$ cat config.mk
export PLATFORM = sky130hd
export DESIGN_NAME = seq_detector_param
export DESIGN_NICKNAME = d
export VERILOG_FILES = /design/src/rtl/seq_detector_param.sv
export SDC_FILE = /design/constraint.sdc
export NUM_CORES = 1
export LEC_CHECK = 0
export ABC_AREA = 1
export ABC_CLOCK_PERIOD_IN_PS = 1900
export BUFFER_PORTS_ARGS = -buffer_cell sky130_fd_sc_hd__clkbuf_2
export CORE_MARGIN = 4
export CORE_UTILIZATION = 50
export DETAILED_ROUTE_END_ITERATION = 8
export GPL_ROUTABILITY_DRIVEN = 0
export PLACE_DENSITY = 0.72
export SYNTH_ARGS = -nofsm -noshare
export SYNTH_HDL_FRONTEND = slang
export SYNTH_SLANG_ARGS = --single-unit
$ cat constraint.sdc
create_clock -name clk -period 1.9 [get_ports clk]
set_input_delay 0.19 -clock clk [delete_from_list [all_inputs] [get_ports clk]]
set_output_delay 0.19 -clock clk [all_outputs]
set_load 0.02 [all_outputs]
$ cat src/rtl/seq_detector_param.sv
// seq_detector_param
//
// Serial bit-stream pattern detector with a run-time loadable pattern of PAT_W
// bits. Input bits are qualified by x_valid, so the stream may contain gaps.
// The first bit received is the MSB of the pattern. After the edge that samples
// the completing bit, y pulses high for one cycle. Overlapping or
// non-overlapping detection is selected per sample by ovl. A saturating counter
// tracks the number of matches.
//
// Parameters:
//   PAT_W     pattern length in bits (2..16)
//   PAT_RST   pattern held after reset
//   CNT_W     width of the match counter
//
// Ports:
//   clk        rising-edge clock
//   reset      asynchronous active-low reset
//   x_valid    x is sampled on this edge when high
//   x          serial data bit, pattern MSB first
//   load       latch pattern into the pattern register; discards history
//   pattern    new pattern, sampled when load is high
//   ovl        1 = overlapping detection, 0 = non-overlapping
//   clear_cnt  synchronous clear of match_cnt (wins over a coincident hit)
//   y          registered one-cycle match pulse
//   match_cnt  saturating match count

module seq_detector_param #(
   parameter int unsigned      PAT_W   = 4,
   parameter logic [PAT_W-1:0] PAT_RST = PAT_W'(4'b1011),
   parameter int unsigned      CNT_W   = 8
) (
   input  logic             clk,
   input  logic             reset,
   input  logic             x_valid,
   input  logic             x,
   input  logic             load,
   input  logic [PAT_W-1:0] pattern,
   input  logic             ovl,
   input  logic             clear_cnt,
   output logic             y,
   output logic [CNT_W-1:0] match_cnt
);

   localparam int unsigned      FILL_W    = $clog2(PAT_W + 1);
   localparam logic [FILL_W-1:0] FILL_FULL = FILL_W'(PAT_W);
   localparam logic [CNT_W-1:0]  CNT_MAX   = '1;

   // State
   logic [PAT_W-1:0]  pat_q, pat_d;
   logic [PAT_W-1:0]  shreg_q, shreg_d;   // newest bit in bit 0
   logic [FILL_W-1:0] fill_q, fill_d;     // valid bits in shreg, saturates at PAT_W
   logic              y_q, y_d;
   logic [CNT_W-1:0]  cnt_q, cnt_d;

   // Candidate history if the current bit is accepted
   logic [PAT_W-1:0]  shreg_n;
   logic [FILL_W-1:0] fill_n;
   logic              hit;

   always_comb begin
      shreg_n = {shreg_q[PAT_W-2:0], x};
      fill_n  = (fill_q == FILL_FULL) ? fill_q : fill_q + FILL_W'(1);
      // The fill qualifier keeps the zero-initialised shreg from matching an
      // all-zero pattern before PAT_W real bits have arrived.
      hit     = x_valid && !load && (fill_n == FILL_FULL) && (shreg_n == pat_q);
   end

   // Next-state for the detector history and pulse
   always_comb begin
      pat_d   = pat_q;
      shreg_d = shreg_q;
      fill_d  = fill_q;
      y_d     = 1'b0;

      if (load) begin
         pat_d   = pattern;
         shreg_d = '0;
         fill_d  = '0;
      end else if (x_valid) begin
         shreg_d = shreg_n;
         if (hit) begin
            y_d    = 1'b1;
            // Non-overlapping: restarting fill forces PAT_W fresh bits, which
            // fully overwrite shreg before the next possible hit.
            fill_d = ovl ? fill_n : '0;
         end else begin
            fill_d = fill_n;
         end
      end
   end

   // Match counter: clear wins over a coincident hit, no wrap at the top
   always_comb begin
      cnt_d = cnt_q;
      if (clear_cnt) begin
         cnt_d = '0;
      end else if (hit && (cnt_q != CNT_MAX)) begin
         cnt_d = cnt_q + CNT_W'(1);
      end
   end

   always_ff @(posedge clk or negedge reset) begin
      if (!reset) begin
         pat_q   <= PAT_RST;
         shreg_q <= '0;
         fill_q  <= '0;
         y_q     <= 1'b0;
         cnt_q   <= '0;
      end else begin
         pat_q   <= pat_d;
         shreg_q <= shreg_d;
         fill_q  <= fill_d;
         y_q     <= y_d;
         cnt_q   <= cnt_d;
      end
   end

   assign y         = y_q;
   assign match_cnt = cnt_q;

endmodule
==> impl_summary.md, run 1 <==
Min path
In this run the most critical hold path is launched from pattern[0]. For hold timing, the worst endpoint is pat_q[0]. The cell depth of the worst hold path is 3. The tightest min-delay check is of the input pin to register type.

Setup path
STA classifies the critical path startpoint as a register. The critical path is of the register to register type. In this run the critical register-to-register path is captured at match_cnt[5]. STA puts the critical path data arrival time at approximately 1.9 ns. In this run the critical register-to-register path is launched from fill_q[0].

The required time of the critical path is 2.14 ns. In this run the worst path has a maximum fanout of 8. The depth of the worst register-to-register path is 10. The worst setup path is captured at a register. The worst-case register-to-register setup slack is approximately 0.24 ns.

Drt
The post-detailed-route wirelength per cell is between 10 and 15 µm. The number of nets still failing antenna checks after routing is 0. The routed wire length is roughly 2.4 mm. For this run, design rule violations remaining after detail routing come to 0. In the routed layout, each cell is associated on average with a via count of 5.09. The initial DRC count is 22. The number of detailed-routing iterations run before antenna repair is 6.

The detailed-route via count is roughly 1000.

Power and ir drop
The static leakage is between 0.7 and 0.8 nW. The total power divided by cell area is approximately 560 mW/mm². The design draws approximately 0.75 mW.

The maximum VDD drop is 0.543 mV.

Clock tree
TritonCTS created 3 clock buffers. In this run the number of H-tree levels came out at 1. The clock sink total is 19. Clock-pin slew was measured on the worst setup and hold paths at between 0.1 and 0.15 ns. The clock tree root driver cell is sky130_fd_sc_hd__clkbuf_4. Post-CTS repair changed the size of 0 cells.

The maximum root-to-sink buffer count is 2. TritonCTS built the clock tree. The clock insertion delay at the later pin of the skew report is ~0.29 ns.

GRT
Global routing consumed, over all layers together, between 10% and 20% of the routing resources. Entering global routing, the biggest net connects 20 pins. The overall overflow remaining after global route is 0.

Global routing consumed, on the met2 layer, 27.7% of the routing resources. For met3 alone, demand over resource in global routing was between 4 and 5%. The global-route wire length before repair is between 4 and 5 mm. The initial antenna violation count is 0.

met2 is the most crowded layer. The global routing met1 resource utilization is 20.8%. The via count of the first global-routing pass is between 900 and 1000.

Synthesis
Of the post-synthesis cell area, the dominant cell type holds roughly 34%. The part of the Yosys area used for sequential elements is between 40% and 50%. After synthesis, the share of cell area in mux cells is less than 1%. The biggest area contributor in the post-synthesis netlist is sky130_fd_sc_hd__dfrtp_1. A synthesized cell averages about 8.1 µm². Counting every net in the synthesized netlist gives 161. Summing the areas of all and, or, nand and nor instances in the mapped netlist gives between 30% and 40% of the synthesized area. The post-synthesis async set-or-reset flop share is between 90% and 100%. The post-synthesis cell area is 0.00119 mm².

In this run, synthesis produced a sequential element count of 19. The fraction of the mapped netlist area in compound gates is between 4 and 5%. In the synthesized netlist, the number of instances is 147. Counting instances in the post-synthesis netlist gives the leading cell types as sky130_fd_sc_hd__nand2_1 (38), sky130_fd_sc_hd__inv_1 (25), sky130_fd_sc_hd__dfrtp_1 (16), sky130_fd_sc_hd__nand3_1 (14), sky130_fd_sc_hd__nand4_1 (9). The most common cell in the synthesized netlist is sky130_fd_sc_hd__nand2_1. After Yosys synthesis, full adders, half adders and majority gates account for 3.15% of the synthesized area. Ranked by total cell area, the synthesized netlist is headed by sky130_fd_sc_hd__dfrtp_1 (34%), sky130_fd_sc_hd__nand2_1 (12%), sky130_fd_sc_hd__inv_1 (7.9%). The count of cell types in the netlist is 24. The commonest register cell after synthesis is sky130_fd_sc_hd__dfrtp_1. Yosys mapped a number of flops with a built-in enable equal to 0. The main combinational cell family by area after synthesis is simple AND/OR/NAND/NOR gates.

The XOR/XNOR share of the synthesized area is about 3.7%. The count of warnings emitted by yosys is 0.

Final layout
The number of diodes is 0. The number of nets in the final layout is roughly 180. At the end of the flow the core is filled with cells to about three fifths. The number of fillers in the final layout is ~220. The area added between synthesis and finish is 12.7%.

The share of cells above drive strength 1 is 25.4%.

Timing
The highest clock frequency the design can meet is 604 MHz. The number of pins with negative max-slew slack in the final report is 0. The final setup violation count is 0.

In the finished design, the share of the clock period the worst path needs comes to just under 90%. Measured against its own limit, the worst slew margin works out to 69.7%. Setup repair after global routing left no endpoint under its margin. The setup clock skew after layout is 0.00813 ns. For the pin with the worst max-slew slack, the measured transition is roughly 0.45 ns. Subtracting the final worst setup slack from the clock period gives around 1.7 ns. The final-layout setup total negative slack is 0 ns. The final hold violation count is 0.

Floorplanning
The initialized floorplan defines 17 standard-cell rows. 20 I/O pins were placed. The floorplan step set the die width to ~57 µm. The total area inside the core boundary comes to 0.00223 mm². The starting density of the core is a little over half. The die covers ~0.0032 mm². The die is between 50 and 60 µm tall.

Flow run
The number of max-capacitance violations reported is 0.

Placement
Once detailed placement completed, the half-perimeter wirelength came to 1.86 mm. Port buffering added 19 buffers.

Run status
The flow ran to the end, and the final reports show no timing, DRC or antenna violations.
## flip-flops by register name (all words and copies together), names as in the netlist
register   flops
fill_q         3
y              1
pat_q          4
match_cnt      8
shreg_q        3
## cells by family after synthesis
logic type      Yosys count
buf+inv                  29
simple gates             81
xor+xnor                  5
mux                       1
flops                    19
compound gates            9
fa+ha+maj                 3
## cell type report
class | count | area (µm²) | share of cell area, %
multi-input combinational | 99 | 594 | 44.3
sequential | 19 | 479 | 35.7
timing repair buffer | 20 | 105 | 7.83
inverter | 27 | 101 | 7.55
tap | 28 | 35.0 | 2.61
clock buffer | 3 | 22.5 | 1.68
clock inverter | 1 | 5.00 | 0.373
## worst max-delay path, stage by stage (launching register included)
cell and delay, ns:
sky130_fd_sc_hd__dfrtp_1 0.42, sky130_fd_sc_hd__inv_1 0.11, sky130_fd_sc_hd__ha_1 0.21, sky130_fd_sc_hd__nand2_2 0.09, sky130_fd_sc_hd__nand2_2 0.08, sky130_fd_sc_hd__nand2_2 0.10
sky130_fd_sc_hd__nor2_8 0.16, sky130_fd_sc_hd__nand2_4 0.08, sky130_fd_sc_hd__nor2_8 0.14, sky130_fd_sc_hd__nand4_1 0.12, sky130_fd_sc_hd__nand2_1 0.09
## how the worst max path moves through the flow
stage | slack, ns | endpoint | depth (start not counted) | startpoint
detailed placement | 0.29 | match_cnt[5] | 10 | fill_q[0]
finish | 0.24 | match_cnt[5] | 10 | fill_q[0]
floorplan | 0.41 | match_cnt[3] | 7 | match_cnt[0]
global placement | 0.35 | match_cnt[0] | 10 | fill_q[0]
CTS | 0.27 | match_cnt[5] | 10 | fill_q[0]
global route | 0.14 | match_cnt[0] | 10 | fill_q[0]
## through the flow
step / cells / worst slack (ns) / cell area, µm² / hold slack, ns
4_1_cts: 197 / 0.272 / 1340 / 0.0718
3_5_place_dp: 192 / 0.290 / 1310 / 0.160
2_1_floorplan: 147 / 0.406 / 1190 / -0.106
3_3_place_gp: 192 / 0.352 / 1310 / 0.157
5_1_grt: 197 / 0.136 / 1340 / 0.0615
6_report: 197 / 0.245 / 1340 / 0.0805
## cells in the final DEF (no fill, tap or decap), drive strengths merged, types with 4 or more instances in the layout
| cell | count |
|---|---|
| nor2 | 10 |
| xor2 | 5 |
| o21ai | 4 |
| clkbuf | 22 |
| inv | 27 |
| nand3 | 17 |
| dfrtp | 16 |
| nand4 | 10 |
| nand2 | 43 |
| o22ai | 5 |
## power breakdown
part           total, mW  switching (mW)  internal [mW]
sequential         0.433          0.0102          0.423
combinational      0.119          0.0795         0.0393
clock              0.201           0.123         0.0782
total              0.754           0.213          0.541
## layer usage
layer,up-vias,wire (µm)
li1,512,-
met1,466,1110
met2,22,1140
met3,2,95
met4,0,16
met5,-,0
## repair_timing
item,4_1_cts,5_1_grt
buffers inserted,0,0
endpoints found under the hold margin,16,0
hold buffers,1,0
No activity file was read; power rests on OpenSTA's default activity.
==> inputs of run 2 (changes only) <==
- ABC_CLOCK_PERIOD_IN_PS: 1900 -> 1600
- clock period: 1.9 -> 1.6 ns (I/O delays scaled with it)
==> run 2 against run 1 <==
Against the previous run: clock skew about the same; sequential power increased by 19%; highest routed layer unchanged; worst setup slack worse by 0.20 ns; final area is 12% higher; sequential share of layout area decreased by 3.9 points; via count grew 7.2%; largest cell class unchanged; register-to-register slack lost 0.20 ns; sequential cell count unchanged; critical path type unchanged.
==> impl_summary.md, run 2 (synthesized netlist as in run 1, its figures left out) <==
Setup path
The worst-case register-to-register setup slack is 0.04 ns (was 0.24 ns). The arrival time reported for the critical path endpoint is 1.80 ns (was 1.90 ns). The start-to-end type of the worst setup path is register to register (unchanged). The start point of the critical path is fill_q[1] (was fill_q[0]). The largest fanout of any net on the critical path is 8 (unchanged). The startpoint of the worst-slack reg-to-reg timing path is fill_q[1] (was fill_q[0]). The kind of end point of the critical path was a register (unchanged).

The required time of the critical path is 1.84 ns (was 2.14 ns). The kind of launch point of the worst setup path is a register (unchanged).

Power and ir drop
The maximum VDD drop is 0.552 mV (was 0.543 mV). The static leakage is 0.823 nW (was 0.758 nW). The total power divided by cell area is 639 mW/mm² (was 561 mW/mm²). The total chip power came to 0.964 mW (was 0.754 mW). The switching power share of the total is 29.9% (was 28.2%). The internal power consumption was 0.676 mW (was 0.541 mW).

The power share of the combinational group is 20.2% (was 15.8%). The sequential share of power is 53.5% (was 57.5%). The fraction of power consumed by the clock network was 26.2% (was 26.7%). The total net switching power was 0.288 mW (was 0.213 mW).

Final layout
The number of nets in the final layout is 192 (was 184). The number of flip-flops under the largest register name is 8 (unchanged). The final core area utilization is 67.6% (was 60.1%). The number of non-filler instances in the completed layout came to 205 (was 197). Most frequent cells in the layout: sky130_fd_sc_hd__nand2_1 (36), sky130_fd_sc_hd__inv_1 (22), sky130_fd_sc_hd__clkbuf_2 (19), sky130_fd_sc_hd__dfrtp_1 (16) (was sky130_fd_sc_hd__nand2_1 (38), sky130_fd_sc_hd__inv_1 (25), sky130_fd_sc_hd__clkbuf_2 (19), sky130_fd_sc_hd__dfrtp_1 (16), sky130_fd_sc_hd__nand3_1 (14)). The leading cell type in the layout, fill and taps excluded is sky130_fd_sc_hd__nand2_1 (unchanged). The area added between synthesis and finish is 26.7% (was 12.7%). The number of diodes is 0 (unchanged). The share of cells above drive strength 1 is 36.2% (was 25.4%).

Drt
The count of unresolved DRC violations after routing is 0 (unchanged). The post-detailed-route via-to-cell ratio is 5.24 (was 5.09). The detailed-route via count was 1074 (was 1002).

The initial DRC count is 19 (was 22). The number of nets still failing antenna checks after routing is 0 (unchanged). The routed wire length is 2.62 mm (was 2.37 mm). The post-detailed-route wirelength per cell was 12.8 µm (was 12.0 µm).

The number of detailed-routing iterations run before antenna repair is 4 (was 6).

GRT
The via count of the first global-routing pass is 954 (was 997). The global-route wire length before repair is 4.20 mm (was 4.22 mm). The largest net degree at the start of global routing is 20 (unchanged). The total track usage was 16.2% (was 16.3%). The overall overflow remaining after global route was 0 (unchanged).

The initial antenna violation count is 0 (unchanged).

Timing
The final setup violation count came to 0 (unchanged). The minimum period implied by the final worst setup slack is 1.56 ns (was 1.66 ns). The worst-case headroom to the max-slew limit is 65.4% (was 69.7%). The number of pins with negative max-slew slack in the final report is 0 (unchanged). The worst-margin pin slew came to 0.518 ns (was 0.454 ns).

RSZ-0062 raised after global routing: yes (was no). The highest clock frequency the design can meet is 641 MHz (was 604 MHz). The final hold violation count came to 0 (unchanged).

The share of the cycle needed by the critical path after routing is 97.5% (was 87.1%). The setup clock skew after layout is 0.00823 ns (was 0.00813 ns).

Placement
The cell count after placement is 195 (was 192). The detailed-placement wirelength estimate is 1.92 mm (was 1.86 mm). The count of input and output buffers came to 19 (unchanged).

Floorplanning
The placeable core region is 0.00223 mm² (unchanged). The die area is 0.00323 mm² (unchanged). The vertical extent of the die was 56.8 µm (unchanged). The boundary pin count came to 20 (unchanged). The starting density of the core is 53.3% (unchanged). The chip width came to 56.8 µm (unchanged). The total number of placement rows is 17 (unchanged).

Clock tree
The clock tree root driver cell is sky130_fd_sc_hd__clkbuf_4 (unchanged). The clock sink total was 19 (unchanged). The TritonCTS clock tree was done (unchanged). The count of H-tree levels built during CTS is 1 (unchanged). The clock insertion delay at the later pin of the skew report is 0.30 ns (was 0.29 ns). The maximum root-to-sink buffer count is 2 (unchanged). The clock-pin transition on the worst setup and hold timing paths came to 0.12 ns (was 0.11 ns).

The clock buffer count from CTS is 3 (unchanged).

Flow run
The number of max-capacitance violations reported is 0 (unchanged).

Run status
Result of the run: completed (unchanged).

Min path
The classification of the worst-slack hold path is input pin to register (unchanged). The critical hold path startpoint was pattern[0] (unchanged).
[run 2: cell count changes in the layout (fill, tap and decap cells not counted), sizes merged]
cell	previous run	this run
buf	0	8
clkinv	1	0
clkinvlp	0	1
[run 2: final timing paths]
check                                     to  cells after the start
min in group asynchronous           pat_q[2]                      2
worst max-delay path            match_cnt[4]                     10
worst min register to register      pat_q[0]                      2
max in group asynchronous           pat_q[3]                      2
worst max register to register  match_cnt[4]                     10
worst min-delay path                pat_q[0]                      3
[run 2: timing repair]
item / in CTS / in global routing
buffers inserted: 1 / 4
endpoints found under the hold margin: 16 / 0
pin swaps: 0 / 10
setup endpoints to repair: 8 / 9
resized for setup: 1 / 23
hold buffers: 1 / 0
[run 2: routing by layer]
metal | share of wire [%] | track usage [%] | up-vias | wire length [µm]
li1 | - | - | 534 | -
met1 | 45 | 21.6 | 516 | 1170
met2 | 51 | 26.7 | 20 | 1340
met5 | 0 | 0 | - | 0
met4 | 1.0 | 4.97 | 0 | 27
met3 | 3.2 | 2.76 | 4 | 84
[run 2: area by class of cell]
class,instances,area [µm²]
Clock buffer,3,22.5
Multi-Input combinational cell,99,688
Fill cell,198,724
Inverter,27,104
Timing Repair Buffer,28,173
Clock inverter,1,7.51
Sequential cell,19,479
Tap cell,28,35.0
[run 2: critical path: stages, from the launching register on]
cell	delay [ns]
sky130_fd_sc_hd__dfrtp_1	0.44
sky130_fd_sc_hd__inv_2	0.10
sky130_fd_sc_hd__ha_4	0.16
sky130_fd_sc_hd__nand2_4	0.07
sky130_fd_sc_hd__nand2_4	0.09
sky130_fd_sc_hd__nand2_4	0.06
sky130_fd_sc_hd__nor2_8	0.12
sky130_fd_sc_hd__nand2_4	0.08
sky130_fd_sc_hd__nor2_8	0.16
sky130_fd_sc_hd__nand4_1	0.12
sky130_fd_sc_hd__nand2_1	0.10
[run 2: per-stage QoR]
stage               TNS [ns]  hold WS [ns]  cell area (µm²)  setup slack (ns)
floorplan                  0        -0.136             1190             0.106
global placement           0         0.134             1330            0.0772
detailed placement   -0.0232         0.135             1330           -0.0115
CTS                        0        0.0467             1380           0.00372
global route          -0.300        0.0463             1510           -0.0559
finish                     0        0.0508             1510            0.0396
[run 2: power groups by stage]
| stage | Clock, mW | Sequential (mW) | Combinational [mW] |
|---|---|---|---|
| floorplan | 0 | 0.521 | 0.105 |
| global placement | 0 | 0.522 | 0.136 |
| detailed placement | 0 | 0.524 | 0.140 |
| CTS | 0.259 | 0.514 | 0.147 |
| global route | 0.287 | 0.519 | 0.213 |
| finish | 0.253 | 0.516 | 0.195 |
